==> src/rtl/reg_file_bypass_if.sv <==
// reg_file_bypass_if: decode-side register file port bundle.
// master = decode/hazard logic, slave = register file.
interface reg_file_bypass_if #(
  parameter int DATA_W = 32,
  parameter int ADDR_W = 5
);
  logic              REIn;
  logic [ADDR_W-1:0] A1In;
  logic [ADDR_W-1:0] A2In;
  logic [ADDR_W-1:0] A3In;
  logic [DATA_W-1:0] WD3In;
  logic              WE3;
  logic              PendSetIn;
  logic [ADDR_W-1:0] PendAIn;
  logic [DATA_W-1:0] RD1Out;
  logic [DATA_W-1:0] RD2Out;
  logic              Busy1Out;
  logic              Busy2Out;

  modport master (
    output REIn, A1In, A2In, A3In,
    output WD3In, WE3, PendSetIn, PendAIn,
    input  RD1Out, RD2Out, Busy1Out, Busy2Out
  );

  modport slave (
    input  REIn, A1In, A2In, A3In,
    input  WD3In, WE3, PendSetIn, PendAIn,
    output RD1Out, RD2Out, Busy1Out, Busy2Out
  );
endinterface

==> src/rtl/reg_file_bypass.sv <==
// reg_file_bypass: 2R1W register file with registered reads,
// stall hold, write bypass and load-pending scoreboard.
module reg_file_bypass #(
  parameter int DATA_W   = 32,
  parameter int ADDR_W   = 5,
  parameter int ZERO_REG = 1,
  parameter int BYPASS   = 1
) (
  input logic             clk,
  input logic             reset,
  reg_file_bypass_if.slave rf
);
  localparam int DEPTH = 2 ** ADDR_W;

  logic [DATA_W-1:0] mem [DEPTH];
  logic [DEPTH-1:0]  pend;
  logic [DEPTH-1:0]  pend_nx;
  logic              wok;
  logic              pok;
  logic [DATA_W-1:0] rd1_nx;
  logic [DATA_W-1:0] rd2_nx;

  // a register 0 write is dropped when it is hard-wired zero
  always_comb begin
    wok = rf.WE3;
    pok = rf.PendSetIn;
    if (ZERO_REG != 0 && rf.A3In == '0) wok = 1'b0;
    if (ZERO_REG != 0 && rf.PendAIn == '0) pok = 1'b0;
  end

  function automatic logic [DATA_W-1:0] rd_val(
    input logic [ADDR_W-1:0] a
  );
    logic [DATA_W-1:0] v;
    v = mem[a];
    if (BYPASS != 0 && wok && rf.A3In == a)
      v = rf.WD3In;
    if (ZERO_REG != 0 && a == '0)
      v = '0;
    return v;
  endfunction

  // scoreboard after this edge: write retires, new load wins
  always_comb begin
    pend_nx = pend;
    if (wok) pend_nx[rf.A3In] = 1'b0;
    if (pok) pend_nx[rf.PendAIn] = 1'b1;
  end

  // read data seen by each port this edge
  always_comb begin
    rd1_nx = rd_val(rf.A1In);
    rd2_nx = rd_val(rf.A2In);
  end

  // register array and pending vector
  always_ff @(posedge clk or posedge reset) begin
    if (reset) begin
      for (int i = 0; i < DEPTH; i++) mem[i] <= '0;
      pend <= '0;
    end else begin
      if (wok) mem[rf.A3In] <= rf.WD3In;
      pend <= pend_nx;
    end
  end

  // registered read ports, held while REIn is low
  always_ff @(posedge clk or posedge reset) begin
    if (reset) begin
      rf.RD1Out   <= '0;
      rf.RD2Out   <= '0;
      rf.Busy1Out <= 1'b0;
      rf.Busy2Out <= 1'b0;
    end else if (rf.REIn) begin
      rf.RD1Out   <= rd1_nx;
      rf.RD2Out   <= rd2_nx;
      rf.Busy1Out <= pend_nx[rf.A1In];
      rf.Busy2Out <= pend_nx[rf.A2In];
    end
  end
endmodule

==> src/flat_wrapper.sv <==
// flat-port wrapper written by rule: the top's interface ports become plain ports
module reg_file_bypass_flat 
#(
  parameter int DATA_W   = 32,
  parameter int ADDR_W   = 5,
  parameter int ZERO_REG = 1,
  parameter int BYPASS   = 1
)
  (clk, reset, rf_REIn, rf_A1In, rf_A2In, rf_A3In, rf_WD3In, rf_WE3, rf_PendSetIn, rf_PendAIn, rf_RD1Out, rf_RD2Out, rf_Busy1Out, rf_Busy2Out);
  reg_file_bypass_if #(.DATA_W(DATA_W), .ADDR_W(ADDR_W)) rf_i ();
  input logic clk;
  input logic reset;
  input wire logic [$bits(rf_i.REIn)-1:0] rf_REIn;
  input wire logic [$bits(rf_i.A1In)-1:0] rf_A1In;
  input wire logic [$bits(rf_i.A2In)-1:0] rf_A2In;
  input wire logic [$bits(rf_i.A3In)-1:0] rf_A3In;
  input wire logic [$bits(rf_i.WD3In)-1:0] rf_WD3In;
  input wire logic [$bits(rf_i.WE3)-1:0] rf_WE3;
  input wire logic [$bits(rf_i.PendSetIn)-1:0] rf_PendSetIn;
  input wire logic [$bits(rf_i.PendAIn)-1:0] rf_PendAIn;
  output wire logic [$bits(rf_i.RD1Out)-1:0] rf_RD1Out;
  output wire logic [$bits(rf_i.RD2Out)-1:0] rf_RD2Out;
  output wire logic [$bits(rf_i.Busy1Out)-1:0] rf_Busy1Out;
  output wire logic [$bits(rf_i.Busy2Out)-1:0] rf_Busy2Out;
  assign rf_i.REIn = rf_REIn;
  assign rf_i.A1In = rf_A1In;
  assign rf_i.A2In = rf_A2In;
  assign rf_i.A3In = rf_A3In;
  assign rf_i.WD3In = rf_WD3In;
  assign rf_i.WE3 = rf_WE3;
  assign rf_i.PendSetIn = rf_PendSetIn;
  assign rf_i.PendAIn = rf_PendAIn;
  assign rf_RD1Out = rf_i.RD1Out;
  assign rf_RD2Out = rf_i.RD2Out;
  assign rf_Busy1Out = rf_i.Busy1Out;
  assign rf_Busy2Out = rf_i.Busy2Out;
  reg_file_bypass #(.DATA_W(DATA_W), .ADDR_W(ADDR_W), .ZERO_REG(ZERO_REG), .BYPASS(BYPASS)) u_core (.clk(clk), .reset(reset), .rf(rf_i));
endmodule
==> config.mk <==
export PLATFORM = sky130hd
export DESIGN_NAME = reg_file_bypass_flat
export DESIGN_NICKNAME = d
export VERILOG_FILES = /design/src/rtl/reg_file_bypass_if.sv /design/src/rtl/reg_file_bypass.sv /design/src/flat_wrapper.sv
export SDC_FILE = /design/constraint.sdc
export NUM_CORES = 2
export LEC_CHECK = 0
export CAP_MARGIN = 20
export CELL_PAD_IN_SITES_DETAIL_PLACEMENT = 0
export CELL_PAD_IN_SITES_GLOBAL_PLACEMENT = 1
export CORE_UTILIZATION = 33
export DETAILED_ROUTE_END_ITERATION = 10
export GPL_TIMING_DRIVEN = 1
export PLACE_DENSITY = 0.51
export SLEW_MARGIN = 20
export SYNTH_ARGS = -nofsm -noshare
export SYNTH_HDL_FRONTEND = slang
export SYNTH_SLANG_ARGS = --single-unit
==> constraint.sdc <==
create_clock -name clk -period 112.6 [get_ports clk]
set_input_delay 33.78 -clock clk [delete_from_list [all_inputs] [get_ports clk]]
set_output_delay 33.78 -clock clk [all_outputs]
set_load 0.02 [all_outputs]
; ---- After elaboration in Yosys (flattened, before gate mapping)
; Index checks and enable logic that the tools add are counted.
[word_totals]
latch_bits = 0
ramBits = 0
elab_cells = 89
reg_bits = 1122
memories = 0
out_inout_bits = 66
romBits = 0
[classes]
shift = 0
mul = 0
n_div = 0
n_reduce_logical = 9
bitwise = 6
eq_ne = 2
n_addsub = 0
muxes = 25
n_lt_le_gt_ge = 10
[op_table]
columns = operator, n
row1 = $bwmux 1024, 1
row2 = $mux 32, 11
row3 = $bmux 32 s5, 2
row4 = $demux 32 s5, 1
row5 = $and 32x32->32, 1
row6 = $not 32->32, 1
row7 = $or 32x32->32, 1
row8 = $lt 5x6->1 const B, 4
row9 = $logic_not 5->1, 4
row10 = $ge 6x6->1 const B, 3
row11 = $not 5->6, 3
row12 = $bmux 1 s5, 2
row13 = $demux 1 s5, 2
row14 = $eq 5x5->1, 2
row15 = $ge 5x1->1 const B, 2
row16 = $lt 6x1->1 const B, 1
row17 = $mux 1, 6
row18 = $logic_and 1x1->1, 5

; ---- Depth between registers and ports, before layout
[depth]
ltp_word = 11
ltp_mapped = 12
ltp_nobuf = 7

; ---- Least setup slack after synthesis
; Ideal clock, no wire load.
[synth_timing]
path_kind = input port to flip-flop
start = in rf_A1In[0]
end = reg u_core.rf.RD1Out[0]
setup_time_ns = 0.142
path_buffers = 4
t_arrival_ns = 35.644
cell_stages = 9
setup_slack_ns = 76.814
cell_sequence = buf_2 buf_6 buf_2 buf_2 mux4_2 a22oi_1 o21ai_0 a211oi_1 o32ai_1
[synth_between]
elab_chain_len = 6
[synth_lines]
columns = item, line_no
row1 = "start, declared", flat_wrapper.sv:14  ; input wire logic [$bits(rf_i.A1In)-1:0] rf_A1In;
row2 = $not 5->6 (not written as such), reg_file_bypass.sv:35  ; v = mem[a];
row3 = $bmux 32 s5, reg_file_bypass.sv:35
row4 = $mux 32 (not written as such) (2 in a row), reg_file_bypass.sv:35
row5 = $mux 32, reg_file_bypass.sv:36  ; if (BYPASS != 0 && wok && rf.A3In == a)
row6 = $mux 32 *, reg_file_bypass.sv:38  ; if (ZERO_REG != 0 && a == '0)
row7 = "end signal, assigned", reg_file_bypass.sv:75  ; rf.RD1Out <= rd1_nx;
row8 = "end, declared", reg_file_bypass_if.sv:29  ; output RD1Out, RD2Out, Busy1Out, Busy2Out
; Mark *: on every way between the ends. The rest lies on a longest branch, timed or not. The select of a mux whose other input is x is not followed.
; A chain may end at the register's enable or synchronous reset.

==> results.tsv <==
stage	metric	value	unit
run_status	status	completed	
drt	DR vias/cell	5.829	
hold_path	HP Class	flop to flop	
clock_tree	H-tree lvl count	4	
final_layout	Area growth syn-to-layout	13.43	%
floorplan	std cell rows	155	
sta	max_slew headroom	20.20	%
sta	Hold Fails Final Rpt	0	
final_layout	fillcell total	16991	
drt	Residual DRC	0	
sta	Period Utilization, post-route	33.90	%
worst_setup_path	crit-path cells	clkdlybuf4s50_1, inv_8, buf_4, buf_4, buf_12, buf_4, buf_4	
logic_synthesis	EDFF count, synth	0	
sta	RSZ-0062 raised after global routing	false	
drt	drt wl/cell	33.36	microns
logic_synthesis	Distinct cells, synth	61	
logic_synthesis	Yosys warning total	0	
sta	# setup viols final	0	
worst_setup_path	R2R Path End	u_core.rf.RD2Out[19]	
worst_setup_path	Crit-path slowest cell	buf_4	
global_routing	grt ovf	0	
sta	count of final max-slew check failures	0	
worst_setup_path	critical path's most frequent cell	buf_4	
clock_tree	Root Buffer	clkbuf_16	
floorplan	core area	179200	sq um
logic_synthesis	Mapped Cells	4285	
worst_setup_path	Worst Path Required	113.40	ns
floorplan	Boundary Pins	123	
worst_setup_path	Critical Path Source Type	input pin	
worst_setup_path	Critical Path Sink	u_core.mem[579]	
worst_setup_path	worst setup path start	reset	
pwr	final total power	1.257	mW
sta	fmax	0.02620	GHz
sta	Tmin final	38.17	ns
pwr	PD cells	18.55	nW/um^2
clock_tree	CTS Sinks	1122	
worst_setup_path	critical path fanouts, max	139	
logic_synthesis	Most used DFF post-synth	dfrtp_1	
final_layout	nets	4245	
floorplan	Die Height	427.5	microns
drt	First-pass DRT Iterations	5	
worst_setup_path	critical path arrival	38.97	ns
pwr	VDD IR max	0.01468	mV
sta	Worst Setup Slack, final	74.43	ns
logic_synthesis	cell taking the most area after synthesis	dfrtp_1	
clock_tree	Num CTS Buffers	138	
logic_synthesis	Syn Std Cell Area	59750	sq um
sta	Layout Skew	0.02318	ns
clock_tree	clock-pin slew on the worst setup and hold paths	0.05	ns
clock_tree	CTS max path bufs	3	
pwr	LEAKAGE	29.00	nW
worst_setup_path	Reg2Reg Setup Slack	110.00	ns
sta	Sum Neg Setup Slack	0	ns
drt	vias	38794	
logic_synthesis	FF+latch count, synth	1122	
global_routing	first-pass GRT wire length	317.7	mm
logic_synthesis	Area contributors post-synth	dfrtp_1 47%, mux2_2 19%, mux4_2 17%	
floorplan	die width	427.5	microns
clock_tree	Clk Latency, worst-skew pair	0.79	ns
clock_tree	CTS tree	done	
global_routing	Tot GR Track Use	24.52	%
global_routing	vias in the first global route	40388	
clock_tree	Post-CTS Setup Inserts	0	
sta	Hold Slack	0.3964	ns
worst_setup_path	Crit path largest cell delay	0.79	ns
place	DP Worst Slack	73.41	ns
logic_synthesis	synthesized area per cell	13.94	sq um
logic_synthesis	top-area cell type share of the netlist area	46.99	%
global_routing	largest net degree at the start of global routing	151	
final_layout	fin util	37.82	%
clock_tree	# hold bufs at CTS	0	
place	I/O Buffers	122	
logic_synthesis	Async SR Flop Fraction	100.0	%
place	DP Wirelength	117.3	mm
worst_setup_path	worst reg-to-reg path cell count	5	
global_routing	initial antenna violation count	11	
logic_synthesis	sequential share of the synthesized area	46.99	%
floorplan	Initial Util	33.34	%
worst_setup_path	Worst Setup Path Type	input pin to asynchronous set/reset pin	
final_layout	share of cells above drive strength 1	43.84	%
clock_tree	post-cts resize count	0	
sta	Slew @ Worst Pin	1.197	ns
worst_setup_path	worst r2r src	u_core.mem[179]	
drt	Post-Route WL	222.0	mm
logic_synthesis	syn_nets	4342	
job	max_cap viols	0	
worst_setup_path	Worst setup EP type	asynchronous set/reset pin	
place	gpl congestion	0.7458	
drt	Iter 0 DRT Violations	2910	
drt	Post-DRT Antenna Nets	0	
floorplan	Die ar.	182800	sq um
worst min path at each step:
stage / start / to / slack [ns] / depth (start not counted)
final: u_core.mem[1020] / u_core.mem[1020] / 0.40 / 0
after global routing: u_core.mem[998] / u_core.mem[998] / 0.41 / 0
after CTS: u_core.mem[998] / u_core.mem[998] / 0.40 / 0
after detailed placement: u_core.mem[998] / u_core.mem[998] / 0.39 / 0
after global placement: u_core.mem[1018] / u_core.mem[1018] / 0.38 / 0
after floorplan: u_core.mem[1000] / u_core.mem[1000] / 0.45 / 1
placed cells by master, fill, tap and decap left out, types with 27 or more instances in the layout:
cell             netlist  routed
and2_1                57      57
clkbuf_16              0     147
nand2_1              137     122
clkbuf_1             315      27
nor2_1               143     128
a22oi_1               74      74
mux4_2               454     454
dfrtp_1             1122    1122
inv_1                 85      83
mux2_2              1020    1020
clkdlybuf4s50_1        0     102
mux2i_1              207     207
o32ai_1               65      65
clkbuf_8               0      39
buf_4                 20     109
a221oi_1              64      64
a211oi_1              59      59
a21oi_1               72      72
o21ai_0              125     125
final cells by class:
type	count	area (sq um)	share of cell area, %
clock buffer	213	4317	6.369
antenna	5	12.51	0.01846
clock inverter	34	436.7	0.6443
inverter	87	336.6	0.4966
timing repair buffer	234	2088	3.081
sequential	1122	28080	41.43
tap	2355	2947	4.348
multi-input combinational	2605	29560	43.61
report_power, final:
| group | internal [mW] | switching (mW) |
|---|---|---|
| sequential | 0.480 | 0.0563 |
| clock | 0.284 | 0.185 |
| combinational | 0.144 | 0.108 |
cells in the mapped netlist, drive strengths merged (6+ instances only):
| cell type | count |
|---|---|
| dfrtp | 1122 |
| mux2 | 1020 |
| mux4 | 454 |
| clkbuf | 315 |
| mux2i | 207 |
| buf | 156 |
| nor2 | 143 |
| nand2 | 141 |
| o21ai | 125 |
| inv | 87 |
| a22oi | 74 |
| a21oi | 72 |
| o32ai | 65 |
| a221oi | 64 |
| and2 | 61 |
| a211oi | 59 |
| nand3 | 13 |
| xnor2 | 10 |
| a22o | 9 |
| or2 | 9 |
| o2bb2ai | 8 |
| nand2b | 7 |
| nor2b | 7 |
| o2111ai | 7 |
| o22ai | 6 |
logic make-up after synthesis:
kind of cell,count (synthesis),synth area share [%]
flops,1122,46.99
compound gates,504,5.855
simple gates,410,3.168
buf+inv,558,4.035
mux,1681,39.80
xor+xnor,10,0.1466
metrics by stage:
step | cell area [sq um] | std cells
2_1_floorplan | 59750 | 4285
3_3_place_gp | 63050 | 6403
3_5_place_dp | 63010 | 6403
4_1_cts | 67760 | 6650
5_1_grt | 67760 | 6651
6_report | 67770 | 6655
registers in the layout (all words and copies together), names as in the netlist:
signal,cells
u_core.rf.RD1Out,32
u_core.rf.Busy1Out,1
u_core.rf.Busy2Out,1
u_core.mem,1024
u_core.pend,32
u_core.rf.RD2Out,32
worst max-delay path: cells and delay by family:
family	cells	cell delay [ns]
buffers and inverters	7	4.63
layer usage:
layer,routed length [microns],global-route usage (%)
met1,101500,34.75
met2,104800,39.01
met3,9957,3.468
met4,5716,7.040
met5,13,0
Power figures use the tool's default switching activity.
